[src/rtl/ysyx_25080199_ifu.sv]
// Instruction fetch unit: holds the PC, issues one fetch at a time,
// presents {pc, inst} downstream and takes redirects from execute.
module ysyx_25080199_ifu #(
   parameter logic [31:0] RESET_PC = 32'h8000_0000
) (
   input  logic        clk,
   input  logic        rst_n,
   output logic        imem_req_valid,
   input  logic        imem_req_ready,
   output logic [31:0] imem_req_addr,
   input  logic        imem_resp_valid,
   input  logic [31:0] imem_resp_data,
   input  logic        redirect_valid,
   input  logic [31:0] redirect_pc,
   output logic        out_valid,
   input  logic        out_ready,
   output logic [31:0] out_pc,
   output logic [31:0] out_inst,
   output logic [31:0] fetch_cnt
);

   typedef enum logic [1:0] {
      IDLE,
      REQ,
      WAIT,
      HOLD
   } state_t;

   state_t      state;
   logic [31:0] pc;
   logic [31:0] inst_buf;
   logic        drop;
   logic [31:0] redir_pc;

   assign redir_pc       = {redirect_pc[31:2], 2'b00};
   assign imem_req_valid = (state == REQ);
   assign imem_req_addr  = pc;
   assign out_valid      = (state == HOLD);
   assign out_pc         = pc;
   assign out_inst       = inst_buf;

   // fetch FSM; drop marks an in-flight fetch made stale by a redirect
   always_ff @(posedge clk or negedge rst_n) begin
      if (!rst_n) begin
         state     <= IDLE;
         pc        <= RESET_PC;
         inst_buf  <= 32'h0;
         drop      <= 1'b0;
         fetch_cnt <= 32'h0;
      end else begin
         case (state)
            IDLE: state <= REQ;
            REQ: begin
               if (redirect_valid) pc <= redir_pc;
               if (imem_req_ready) begin
                  state <= WAIT;
                  drop  <= redirect_valid;
               end
            end
            WAIT: begin
               if (redirect_valid) begin
                  pc   <= redir_pc;
                  drop <= 1'b1;
               end
               if (imem_resp_valid) begin
                  if (drop || redirect_valid) begin
                     drop  <= 1'b0;
                     state <= REQ;
                  end else begin
                     inst_buf <= imem_resp_data;
                     state    <= HOLD;
                  end
               end
            end
            HOLD: begin
               if (redirect_valid) begin
                  pc    <= redir_pc;
                  state <= REQ;
               end else if (out_ready) begin
                  pc        <= pc + 32'd4;
                  fetch_cnt <= fetch_cnt + 32'd1;
                  state     <= REQ;
               end
            end
            default: state <= IDLE;
         endcase
      end
   end

endmodule
[config.mk]
export PLATFORM = sky130hd
export DESIGN_NAME = ysyx_25080199_ifu
export DESIGN_NICKNAME = d
export VERILOG_FILES = /design/src/rtl/ysyx_25080199_ifu.sv
export SDC_FILE = /design/constraint.sdc
export NUM_CORES = 1
export LEC_CHECK = 0
export ABC_AREA = 1
export ABC_CLOCK_PERIOD_IN_PS = 1900
export BUFFER_PORTS_ARGS = -buffer_cell sky130_fd_sc_hd__buf_2
export CELL_PAD_IN_SITES_DETAIL_PLACEMENT = 0
export CELL_PAD_IN_SITES_GLOBAL_PLACEMENT = 1
export CORE_ASPECT_RATIO = 0.8
export CORE_UTILIZATION = 36
export DETAILED_ROUTE_END_ITERATION = 8
export PLACE_DENSITY_LB_ADDON = 0.2
export SLEW_MARGIN = 20
export SYNTH_ARGS = -nofsm -noshare
export SYNTH_HDL_FRONTEND = slang
export SYNTH_SLANG_ARGS = --single-unit
export TNS_END_PERCENT = 5
[constraint.sdc]
create_clock -name clk -period 1.9 [get_ports clk]
set_input_delay 0.38 -clock clk [delete_from_list [all_inputs] [get_ports clk]]
set_output_delay 0.38 -clock clk [all_outputs]
set_load 0.05 [all_outputs]
==> summary by stage <==
Outcome
The flow ran to the end, and the final reports show no timing, DRC or antenna violations.

STA
The final critical-path share of the clock period is 0.9077. The post-layout worst setup margin is 0.1754 ns. For the pin with the worst max-slew slack, the measured transition is 0.5404 ns. Summed over all failing endpoints, the final setup total negative slack is 0 ns. The count of pins over their slew limit came to 0. The clock period minus final worst setup slack is 1.725 ns.

The final-report hold violation count was 0. The worst pin sits at a relative slew slack of 0.6397. The post-route clock skew is 0.008360 ns. The total of endpoints with negative setup slack in the final report is 0.

Setup repair after global routing could not meet its margin everywhere. Derived from the worst setup path, the maximum achievable clock frequency is 579.9 MHz.

Final layout
The flip-flop and latch area is 2429 µm². Of the cells placed in the final design, the portion with a size suffix greater than 1 is 0.2739. The post-synthesis to final-layout area growth is 25.13%. The area used by multi-input combinational logic is 2919 µm².

The filler cells instantiated in the layout total 1681. After the last flow step, the layout net total stands at 1064. The number of antenna repair diodes is 0.

GRT
The residual overflow from global routing is 0. The largest net degree at the start of global routing is 98. The wire length of the first global-routing pass is 27.02 mm. The number of antenna violations at the first check in global routing came to 1.

Across every metal layer, demand over resource in global routing totals 0.2040. The via count of the first global-routing pass is 5154.

Placed design
Detailed placement finished with a half-perimeter wire length of 12.46 mm. Before CTS, the worst setup slack after placement is 0.1122 ns. Buffers placed on the I/O ports in this run total 193. The weighted congestion at the end of routability-driven global placement is 0.8411.

Synthesis
The average instance area after synthesis is 7.244 µm². The portion of synthesized cell area occupied by the leading cell type is 0.4079. The async set or reset register ratio after synthesis is 1.000. The count of synthesis-stage warnings from yosys is 0. The biggest area contributor in the post-synthesis netlist is sky130_fd_sc_hd__dfrtp_1.

The main flop type after synthesis is sky130_fd_sc_hd__dfrtp_1. In this run the cell area of the synthesized design comes to 5889 µm². Synthesis produced a netlist whose cell count is 813. Yosys mapped a number of flops with a built-in enable equal to 0. The number of unique standard cell types used by synthesis is 35. The post-synthesis sequential element count is 97. The register area share after synthesis is 0.4124. Sorting the synthesized cells by area gives the leading types as sky130_fd_sc_hd__dfrtp_1 41%, sky130_fd_sc_hd__nand2_1 18%, sky130_fd_sc_hd__nor2_1 8.2%.

Worst setup path
The longest individual stage delay on the worst path is 0.41 ns. The category of the critical setup timing path is register to output pin. The endpoint type of the worst setup path is an output pin. The type of element launching the critical path is a register. Of all nets on the critical path, the largest fanout is 4. The count of buffering cells on the critical path with inverters included is 2. For the worst setup path, the data required time is 1.52 ns. The slowest stage of the critical path belongs to the cell sky130_fd_sc_hd__dfrtp_1. STA puts the critical path data arrival time at 1.34 ns.

Walking the worst path, the cells encountered are inv_1 -> ha_1 -> buf_2. The family of cells with the greatest summed delay on the critical path is flip-flops.

Clock network
The depth of the CTS H-tree is 3. The number of gates resized after CTS is 0. The number of buffers inserted during clock tree synthesis is 9. The register clock-pin slew on the reported worst setup and hold paths is 0.08 ns. Counting every sink on the clock net gives 97. Counting along the longest clock path gives a buffer depth of 2. The insertion delay to the later sink of the worst-skew pair is 0.36 ns.

The count of hold buffers inserted by post-cts repair is 0. TritonCTS built the clock tree. The cell at the root of the clock tree is sky130_fd_sc_hd__clkbuf_16. The buffer count from post-CTS setup fixing is 0.

Power
The leakage dissipation is 3.759 nW. Of the total power, the share spent switching nets is 0.5681. The combinational group share of total power is 0.574. The maximum vdd drop is 1.047 mV. The switching power summed over all nets is 7.612 mW. For this design the ratio of total power to cell area is 1818 nW/µm².

The internal power component is 5.787 mW. The share of power burned in registers is 0.274. The clock share of power is 0.152.

Floorplanning
During I/O placement, the number of pins put on the boundary was 200. The placeable core area is 15900 µm². The die is 145 µm wide. The starting utilization of the core area is 0.3703. The total die area is 16880 µm². The vertical die dimension is 116.4 µm. The row count is 41.

Detailed routing
After detailed routing, the average wire length per cell comes to 13.70 µm. The count of antenna-violating nets left after detailed routing is 0. The iteration-0 DRC count of the detailed router is 288. After detailed routing, the number of vias per cell comes to 4.632. The count of TritonRoute iterations in the first routing pass is 5. The total via count after detailed routing is 5595. The final layout contains routed wiring with a total length of 16.55 mm. For this run, design rule violations remaining after detail routing come to 0.

Flow run
The max-cap check violation count is 0.

Hold path
The class of the worst hold path is primary input to asynchronous set/reset pin.
-- cells in the mapped netlist (2+ instances only) --
library cell                 n
sky130_fd_sc_hd__nand2_1   276
sky130_fd_sc_hd__nor2_4      3
sky130_fd_sc_hd__inv_1      64
sky130_fd_sc_hd__ha_1        6
sky130_fd_sc_hd__dfrtp_1    96
sky130_fd_sc_hd__buf_1       2
sky130_fd_sc_hd__buf_2       6
sky130_fd_sc_hd__xor2_1     11
sky130_fd_sc_hd__nand2_2     3
sky130_fd_sc_hd__clkbuf_1    8
sky130_fd_sc_hd__mux2_2     17
sky130_fd_sc_hd__xnor2_1     7
sky130_fd_sc_hd__o21ai_0    16
sky130_fd_sc_hd__nand3b_1    7
sky130_fd_sc_hd__buf_4      34
sky130_fd_sc_hd__o22ai_1     4
sky130_fd_sc_hd__nand4_1     8
sky130_fd_sc_hd__o21ai_1    15
sky130_fd_sc_hd__nor2_1    129
sky130_fd_sc_hd__nand3_1    42
sky130_fd_sc_hd__nor2_2      6
sky130_fd_sc_hd__inv_2       5
sky130_fd_sc_hd__or2_2       3
sky130_fd_sc_hd__a21oi_1    18
sky130_fd_sc_hd__nor3_1      3
sky130_fd_sc_hd__mux2_1     15
-- power groups by stage --
stage          logic (mW)  clock network (mW)  registers (mW)
6_report             7.69                2.04            3.67
5_1_grt              8.25                2.16            3.82
4_1_cts              7.73                2.10            3.68
3_5_place_dp         7.71                   0            3.71
3_3_place_gp         7.69                   0            3.69
2_1_floorplan        3.69                   0            6.11
-- registers in the layout, summed over array words and instances (netlist names) --
signal,cells
out_inst,32
fetch_cnt,32
imem_req_addr,30
state,2
drop,1
-- stage by stage --
step | hold slack, ns | util | power (mW) | instance area [µm²] | cells
after floorplan | 0.08441 | - | 9.801 | 5903 | 816
after CTS | 0.09914 | 0.4618 | 13.50 | 7345 | 1208
final | 0.06918 | 0.4634 | 13.40 | 7370 | 1208
after global placement | 0.4699 | 0.4414 | 11.37 | 7019 | 1192
after global routing | 0.1121 | 0.4634 | 14.23 | 7370 | 1208
after detailed placement | 0.4755 | 0.4414 | 11.42 | 7019 | 1192
-- area by class of cell --
type,instances,area share
Multi-Input combinational cell,600,0.3961
Clock inverter,7,0.01358
Sequential cell,97,0.3295
Tap cell,215,0.03650
Inverter,69,0.03548
Clock buffer,9,0.03056
Timing Repair Buffer,211,0.1582
-- kinds of logic after synthesis --
logic type,synth area share
adder cells (fa/ha/maj),0.01275
XOR/XNOR,0.02677
AND/OR/NAND/NOR,0.3380
other,0.0006367
buffers and inverters,0.09879
multiplexers,0.06118
AO/OA/AOI/OAI,0.04950
flip-flops,0.4124
-- routing by layer --
| metal | GRT usage | vias to the layer above | wire (µm) |
|---|---|---|---|
| met5 | 0 | - | 13 |
| met4 | 0.05603 | 2 | 187 |
| met3 | 0.04336 | 17 | 859 |
| met2 | 0.3263 | 150 | 7520 |
| met1 | 0.2804 | 2564 | 7967 |
| li1 | - | 2862 | - |
-- placed cells by master, fill, tap and decap left out, drive strengths merged, types with 3 or more instances in the layout --
master    n
xor2     11
nand4     8
nor2    138
dfrtp    96
nand2   279
inv      74
conb      4
or2       3
buf     211
o22ai     4
nand3b    7
nor3      4
nand3    43
mux2     32
o21ai    31
a21oi    18
clkbuf    9
xnor2     7
ha        6
-- path summary, 6_finish.rpt --
kind / end / slack, ns / depth (start not counted) / startpoint
worst min-delay path: imem_req_addr[7]$_DFFE_PN0P_ / 0.07 / 2 / rst_n
worst min register to register: out_inst[29]$_DFFE_PN0P_ / 0.49 / 1 / out_inst[29]$_DFFE_PN0P_
worst max-delay path: imem_req_valid / 0.18 / 3 / state[1]$_DFFE_PN0P_
min in group clk: out_inst[11]$_DFFE_PN0P_ / 0.22 / 2 / imem_resp_data[11]
worst max register to register: imem_req_addr[11]$_DFFE_PN0P_ / 0.18 / 9 / state[0]$_DFFE_PN0P_
max in group asynchronous: fetch_cnt[24]$_DFFE_PN0P_ / 1.42 / 2 / rst_n
Note: power is estimated with default switching activity, not from simulation.
